File: src/rtl/spi_pkg.sv
// Shared state encoding, command/status byte layout and fill values for the SPI register controller.
package spi_pkg;

    localparam logic [2:0] ST_IDLE    = 3'd0;
    localparam logic [2:0] ST_CMD     = 3'd1;
    localparam logic [2:0] ST_WR_DATA = 3'd2;
    localparam logic [2:0] ST_WR_REQ  = 3'd3;
    localparam logic [2:0] ST_RD_REQ  = 3'd4;
    localparam logic [2:0] ST_RD_WAIT = 3'd5;

    localparam int CMD_RW_BIT   = 7;
    localparam int STAT_OVR_BIT = 7;
    localparam int STAT_ERR_BIT = 6;
    localparam int STAT_CNT_MSB = 5;

    localparam logic [7:0] TO_FILL_BYTE = 8'hFF;

    function automatic logic [7:0] status_byte(input logic o, input logic e, input logic [7:0] cnt);
        logic [7:0] s;
        s = 8'h00;
        s[STAT_CNT_MSB:0] = cnt[STAT_CNT_MSB:0];
        s[STAT_ERR_BIT]   = e;
        s[STAT_OVR_BIT]   = o;
        return s;
    endfunction

endpackage

File: src/rtl/spi_ack_timer.sv
// Ack timeout counter: clears while idle, counts unacked request cycles, holds at TO_CYC.
// Latency: expired is a combinational compare of the registered count; no backpressure.
module spi_ack_timer #(
    parameter int TO_CYC = 255
) (
    input  logic clk,
    input  logic ar,
    input  logic clr,
    input  logic en,
    output logic expired
);
    localparam int CW = $clog2(TO_CYC + 1);

    logic [CW-1:0] cnt;

    assign expired = (cnt == CW'(TO_CYC));

    always_ff @(posedge clk) begin
        if (!ar) begin
            cnt <= '0;
        end else if (clr) begin
            cnt <= '0;
        end else if (en && !expired) begin
            cnt <= cnt + CW'(1);
        end
    end

endmodule

File: src/rtl/spi_reg_ctrl.sv
// SPI command parser and register-file sequencer: {rw,addr} command then auto-incrementing bursts.
// Latency: reg_req one cycle after the accepted byte, tx_ld one cycle after ack; bytes arriving mid-request are dropped (ovr).
module spi_reg_ctrl
    import spi_pkg::*;
#(
    parameter int AW     = 7,
    parameter int TO_CYC = 255
) (
    input  logic          clk,
    input  logic          ar,
    input  logic          frm_start,
    input  logic          frm_end,
    input  logic          rx_vld,
    input  logic [7:0]    rx_byte,
    output logic          tx_ld,
    output logic [7:0]    tx_byte,
    output logic          reg_req,
    output logic          reg_we,
    output logic [AW-1:0] reg_addr,
    output logic [7:0]    reg_wdata,
    input  logic          reg_ack,
    input  logic [7:0]    reg_rdata,
    output logic          busy,
    output logic          ovr,
    output logic          err,
    output logic [7:0]    frame_cnt
);

    logic [2:0]    state;
    logic [AW-1:0] addr;
    logic [7:0]    wdata;
    logic          start_pend;
    logic          end_pend;

    logic in_req;
    logic expired;
    logic done;
    logic timeout;
    logic take_start;
    logic take_end;

    assign in_req  = (state == ST_WR_REQ) || (state == ST_RD_REQ);
    assign done    = in_req && (reg_ack || expired);
    assign timeout = in_req && expired && !reg_ack;

    // Frame boundaries seen during a handshake are deferred until it finishes.
    assign take_start = in_req ? (done && (start_pend || frm_start)) : frm_start;
    assign take_end   = in_req ? (done && (end_pend || frm_end))     : frm_end;

    assign reg_req   = in_req && !expired;
    assign reg_we    = (state == ST_WR_REQ);
    assign reg_addr  = addr;
    assign reg_wdata = wdata;
    assign busy      = (state != ST_IDLE);

    spi_ack_timer #(.TO_CYC(TO_CYC)) u_timer (
        .clk     (clk),
        .ar      (ar),
        .clr     (!in_req),
        .en      (in_req && !reg_ack),
        .expired (expired)
    );

    always_ff @(posedge clk) begin
        if (!ar) begin
            state      <= ST_IDLE;
            tx_ld      <= 1'b0;
            tx_byte    <= 8'h00;
            addr       <= '0;
            wdata      <= 8'h00;
            ovr        <= 1'b0;
            err        <= 1'b0;
            frame_cnt  <= 8'h00;
            start_pend <= 1'b0;
            end_pend   <= 1'b0;
        end else begin
            tx_ld <= 1'b0;

            if (in_req) begin
                if (rx_vld && !frm_end)
                    ovr <= 1'b1;
                if (done) begin
                    start_pend <= 1'b0;
                    end_pend   <= 1'b0;
                end else begin
                    if (frm_start) start_pend <= 1'b1;
                    if (frm_end)   end_pend   <= 1'b1;
                end
                if (timeout)
                    err <= 1'b1;
                if (reg_ack)
                    addr <= addr + AW'(1);
            end

            if (take_start) begin
                state     <= ST_CMD;
                frame_cnt <= frame_cnt + 8'd1;
                tx_byte   <= status_byte(ovr, err, frame_cnt);
                tx_ld     <= 1'b1;
            end else if (take_end) begin
                state <= ST_IDLE;
            end else if (done) begin
                if (state == ST_WR_REQ) begin
                    state <= ST_WR_DATA;
                end else begin
                    tx_byte <= reg_ack ? reg_rdata : TO_FILL_BYTE;
                    tx_ld   <= 1'b1;
                    state   <= ST_RD_WAIT;
                end
            end else if (rx_vld && !in_req) begin
                case (state)
                    ST_CMD: begin
                        addr  <= rx_byte[AW-1:0];
                        state <= rx_byte[CMD_RW_BIT] ? ST_RD_REQ : ST_WR_DATA;
                    end
                    ST_WR_DATA: begin
                        wdata <= rx_byte;
                        state <= ST_WR_REQ;
                    end
                    ST_RD_WAIT: state <= ST_RD_REQ;
                    default: ;
                endcase
            end
        end
    end

endmodule

File: config.mk
export PLATFORM = sky130hd
export DESIGN_NAME = spi_reg_ctrl
export DESIGN_NICKNAME = d
export VERILOG_FILES = /design/src/rtl/spi_pkg.sv /design/src/rtl/spi_ack_timer.sv /design/src/rtl/spi_reg_ctrl.sv
export SDC_FILE = /design/constraint.sdc
export NUM_CORES = 1
export LEC_CHECK = 0
export ABC_AREA = 0
export BUFFER_PORTS_ARGS = -buffer_cell sky130_fd_sc_hd__buf_4
export CAP_MARGIN = 20
export CORE_AREA = 8 8 97 99
export DETAILED_ROUTE_END_ITERATION = 10
export DIE_AREA = 0 0 105 107
export GPL_TIMING_DRIVEN = 1
export SLEW_MARGIN = 20
export SYNTH_ARGS = -nofsm -noshare
export SYNTH_HDL_FRONTEND = slang
export SYNTH_SLANG_ARGS = --single-unit
File: constraint.sdc
create_clock -name clk -period 2.3 [get_ports clk]
set_input_delay 0.345 -clock clk [delete_from_list [all_inputs] [get_ports clk]]
set_output_delay 0.345 -clock clk [all_outputs]
set_load 0.1 [all_outputs]
Word-level counts from Yosys, hierarchy flattened
Index checks and enable logic that the tools add are counted.
{"block": "totals", "reg_bits": 47, "inputBits": 22, "wordCells": 92}
{"block": "op_classes", "add_sub_neg": 3, "eq_ne": 8, "muxes": 29, "n_bitwise": 4, "reduce_logical": 36}
{"cell": "$mux 7", "n": 7}
{"cell": "$mux 8", "n": 5}
{"cell": "$add 8x1->8 const B", "n": 2}
{"cell": "$reduce_and 2->1", "n": 7}
{"cell": "$mux 1", "n": 12}
{"cell": "$mux 3", "n": 4}
{"cell": "$logic_and 1x1->1", "n": 10}
{"cell": "$pmux 3 s3", "n": 1}
{"cell": "$eq 8x8->1 const B", "n": 1}
{"cell": "$reduce_bool 2->1", "n": 4}
{"cell": "$reduce_bool 4->1", "n": 2}
{"cell": "$add 7x1->7 const B", "n": 1}
{"cell": "$eq 3x2->1 const B", "n": 2}
{"cell": "$eq 3x3->1 const B", "n": 2}
{"cell": "$reduce_bool 6->1", "n": 1}
{"cell": "$reduce_and 5->1", "n": 1}
{"cell": "$logic_not 1->1", "n": 4}
{"cell": "$logic_or 1x1->1", "n": 4}
{"cell": "$not 1->1", "n": 4}
{"cell": "$eq 3x1->1 const B", "n": 1}
{"cell": "$reduce_and 3->1", "n": 1}
{"cell": "$reduce_bool 3->1", "n": 1}
{"cell": "$reduce_or 3->1", "n": 1}
{"cell": "$ne 2x1->1 const B", "n": 1}
{"cell": "$ne 2x2->1 const B", "n": 1}

Longest topological paths before layout
{"block": "depth", "ltp_word": 8, "mapped_depth": 8, "ltp_nobuf": 6}

Cells and area by module
Synthesis repeated with hierarchy kept, for this count alone.
{"block": "unflattened", "hier_cells": 286, "hier_area_um2": 2356.0}
{"module": "spi_reg_ctrl", "n_inst": 1, "cells_each": 236, "area_each_um2": 1933.1, "seq_area_each_um2": 780.7}
{"module": "spi_ack_timer", "n_inst": 1, "cells_each": 50, "area_each_um2": 422.9, "seq_area_each_um2": 160.2}

Worst setup path before layout
OpenSTA, ideal clock, no wires.
{"block": "synth_timing", "path_kind": "reg-to-output", "from": "reg state[0]", "to": "out reg_req", "arrival_ps": 2214, "t_required_ps": 1955, "path_slack_ps": -259, "path_stages_with_launch": 5, "path_buffers": 1, "cell_sequence": "dfxtp_1 -> and3b_1 -> buf_6 -> nor2_1 -> nor2_1"}
{"block": "synth_via", "elab_chain_len": 3}
{"element": "from (decl)", "line": "spi_reg_ctrl.sv:29", "text": "logic [2:0] state;"}
{"element": "from (signal assigned)", "line": "spi_reg_ctrl.sv:114", "text": "state <= rx_byte[CMD_RW_BIT] ? ST_RD_REQ : ST_WR_DATA;"}
{"element": "$eq 3x2->1"}
{"element": "net reg_we", "line": "spi_reg_ctrl.sv:18", "text": "output logic reg_we,"}
{"element": "$logic_or 1x1->1", "line": "spi_reg_ctrl.sv:42", "text": "assign in_req = (state == ST_WR_REQ) || (state == ST_RD_REQ);"}
{"element": "$logic_and 1x1->1", "line": "spi_reg_ctrl.sv:50", "text": "assign reg_req = in_req && !expired;"}
{"element": "to (decl)", "line": "spi_reg_ctrl.sv:17", "text": "output logic reg_req,"}
The timed path passes the listed nets, and every way through them passes these cells.

Worst setup path after layout
{"block": "layout_timing", "from": "reg state[2]", "to": "out reg_req"}
{"block": "layout_via", "elab_chain_len": 3}
{"element": "$eq 3x2->1 / $eq 3x3->1 (equally long branches)", "line": "spi_reg_ctrl.sv:42"}
{"element": "$logic_or 1x1->1 *", "line": "spi_reg_ctrl.sv:42"}
{"element": "$logic_and 1x1->1 *", "line": "spi_reg_ctrl.sv:50"}
Mark *: on every way between the ends. The rest lies on a longest branch, timed or not.

==> reports/summary.txt <==
Die W: 105 um
Pre-antenna DRT Iters: 4
Die area: 11240 sq um
Worst VDD drop: 0.1727 mV
Critical path type: reg -> out
Routed WL: 6.020 mm
Post-synthesis async set-or-reset flop share: 0
EDFF count, synth: 0
Cell Int Power: 0.001128 W
Worst-margin pin slew: 472.5 ps
Synth Instances: 264
Fmax: 463.9 MHz
Critical Path RT: 1960 ps
Net count of the mapped netlist: 289
Area Overhead vs Synth: 28.03%
Unique masters post-synth: 49
Fin. Hold Viols: 0
Setup crit end kind: primary output
FP Rows: 33
Commonest non-fill, non-tap cell in the layout: buf_4
Final number of setup-violating endpoints: 0
Post-synthesis sequential area ratio: 0.4085
Deepest clock path buffer count: 2
Register bit total from synthesis: 47
Hold Slack: 306.3 ps
Arrival time at the worst endpoint: 1810 ps
Clock net sink count: 47
Rel. slew slack: 0.6829
Period utilization: 0.9372
Iteration-0 DRC count of the detailed router: 90
Vias: 2046
Setup tns final: 0 ps
Status: finished clean
Initial antenna violation count: 0
Seq pwr share: 0.528
Bufs and invs on worst path: 1
Post-cts hold buffer count: 0
# Max-Cap Violations: 0
RePlAce Congestion: 0.8598
Drt drc: 0
Avg Vias per Cell: 4.747
CTS tree: built
Combinational fraction of design power: 0.173
Hold/Removal Path Class: in -> reg
Clock share of power: 0.298
Final #Nets: 350
Final Max Slew Viols: 0
Dominant synthesized flop cell: dfxtp_1
Setup crit start kind: flop
Final ANT Viol Nets: 0
Most frequent cells in the layout: buf_4 (68), dfxtp_1 (47), nor2_1 (29)
Synth warn: 0
Layout cells sized above 1: 0.2607
DP HPWL: 4.628 mm
First-pass GRT wire length: 9.963 mm
DP Cell Count: 420
CP cell instances: and3b_2 > nor2_1 > nor2_2 > buf_4
WL/cell: 13.97 um
IO buf count: 58
LEAKAGE: 1.137 nW
Initial core utilization: 0.2906
Mapped Avg Cell Area: 8.725 sq um
Mapped cell area: 2303 sq um
CP Max Fanout: 11
CP top delay family: simple AND/OR/NAND/NOR gates
IO Pins: 59
CP peak stage delay: 490 ps
Worst-Skew Late Latency: 290 ps
Core area: 7928 sq um
CP max-delay cell: dfxtp_1
Tot GR Track Use: 0.1058
Worst Skew: 4.792 ps
Pin count of the biggest net entering global routing: 27
CTS H-Tree Depth: 2
Vias in the first global route: 2040
Switching part of the total power: 0.2962
Total grt overflow: 0
Psw: 0.0004748 W
Unrepaired setup endpoints after global routing: false
Die height: 107 um
Layout Cells excl Fill: 431
CTS buffer count: 5
Clock transition at path regs: 80 ps
Min Tclk post-route: 2156 ps
Root buffer cell: clkbuf_8
Pwr per Cell Area: 543.5 nW/um^2
Diode count: 0
## final cells by class
cell class	count	area (sq um)
inverter	14	52.55
clock buffer	7	76.32
sequential	47	940.9
multi-input combinational	189	1232
fill	840	4979
timing repair buffer	68	510.5
clock inverter	1	5.005
tap	105	131.4
## path summary, 6_finish.rpt
check / start / endpoint / slack (ps) / depth (start not counted)
hold / removal: rx_byte[6] / reg_wdata[6] / 310 / 3
hold reg to reg: reg_wdata[2] / reg_wdata[2] / 460 / 2
setup / recovery: state[2] / reg_req / 140 / 4
setup reg to reg: state[2] / frame_cnt[7] / 260 / 6
## power by group through the flow
| stage | registers, W | clock network (W) | logic (W) |
|---|---|---|---|
| detailed placement | 0.000866 | 0 | 0.000279 |
| finish | 0.000847 | 0.000478 | 0.000278 |
| floorplan | 0.000963 | 0 | 0.0000958 |
| global placement | 0.000866 | 0 | 0.000278 |
| global route | 0.000850 | 0.000528 | 0.000296 |
| CTS | 0.000847 | 0.000500 | 0.000280 |
## synth_stat cells, types with 2 or more instances
master | instances | area, sq um
a21o_1 | 4 | 30.03
o21ai_0 | 8 | 40.04
dfxtp_1 | 47 | 940.9
nand2b_1 | 3 | 18.77
mux2i_1 | 10 | 100.1
buf_2 | 5 | 25.02
xnor2_1 | 13 | 113.9
o22ai_1 | 15 | 93.84
a31oi_1 | 3 | 18.77
a211oi_1 | 3 | 22.52
nor3_1 | 4 | 20.02
inv_1 | 14 | 52.55
clkbuf_1 | 6 | 22.52
nand2_1 | 26 | 97.59
and3b_1 | 2 | 17.52
o31a_1 | 2 | 17.52
a21oi_1 | 10 | 50.05
nor2b_1 | 3 | 18.77
xor2_1 | 5 | 43.79
nor2_1 | 30 | 112.6
nand3_1 | 11 | 55.05
o21ai_1 | 3 | 15.01
nor4_1 | 3 | 18.77
ha_1 | 3 | 37.54
or3_1 | 2 | 12.51
nand4_1 | 6 | 37.54
## stage by stage
stage | power (W) | util | instance area, sq um | worst slack (ps)
floorplan | 0.001059 | - | 2306 | 194.6
global placement | 0.001144 | 0.3587 | 2844 | 280.3
detailed placement | 0.001146 | 0.3587 | 2844 | 185.7
CTS | 0.001627 | 0.3690 | 2925 | 76.90
global route | 0.001675 | 0.3720 | 2949 | 24.66
finish | 0.001603 | 0.3720 | 2949 | 144.4
## tightest hold or removal path, stage by stage
cell and delay, ps:
buf_4 110, nand2_1 50, mux2i_1 50
## cells by family (layout without fill, tap and decap cells)
logic type,count (synthesis),count (layout),synth area share
DFF,47,47,0.4085
adders and majority gates,3,3,0.01630
muxes,10,10,0.04346
and+or+nand+nor,102,102,0.2330
xor gates and xnor gates,18,18,0.06844
buffers and inverters,28,90,0.05812
AOI/OAI and AO/OA,56,56,0.1722
## what timing repair did
| action | 4_1_cts | 5_1_grt |
|---|---|---|
| buffers inserted | 0 | 3 |
| gates resized for setup | 0 | 1 |
| setup endpoints to repair | 0 | 2 |
## routing by layer
metal  wire length [um]  track usage  share of wire  vias to the layer above
li1                   -            -              -                     1055
met1               2700       0.1273           0.45                      948
met2               2914       0.1783           0.48                       39
met3                343      0.02819          0.057                        4
met4                 61      0.03670          0.010                        0
met5                  0            0              0                        -
## state kept, by name, summed over array words and instances (netlist names)
signal / flops
frame_cnt: 8
reg_wdata: 8
tx_byte: 8
u_timer.cnt: 8
reg_addr: 7
state: 3
end_pend: 1
err: 1
ovr: 1
start_pend: 1
tx_ld: 1
Note: power is estimated with default switching activity, not from simulation.
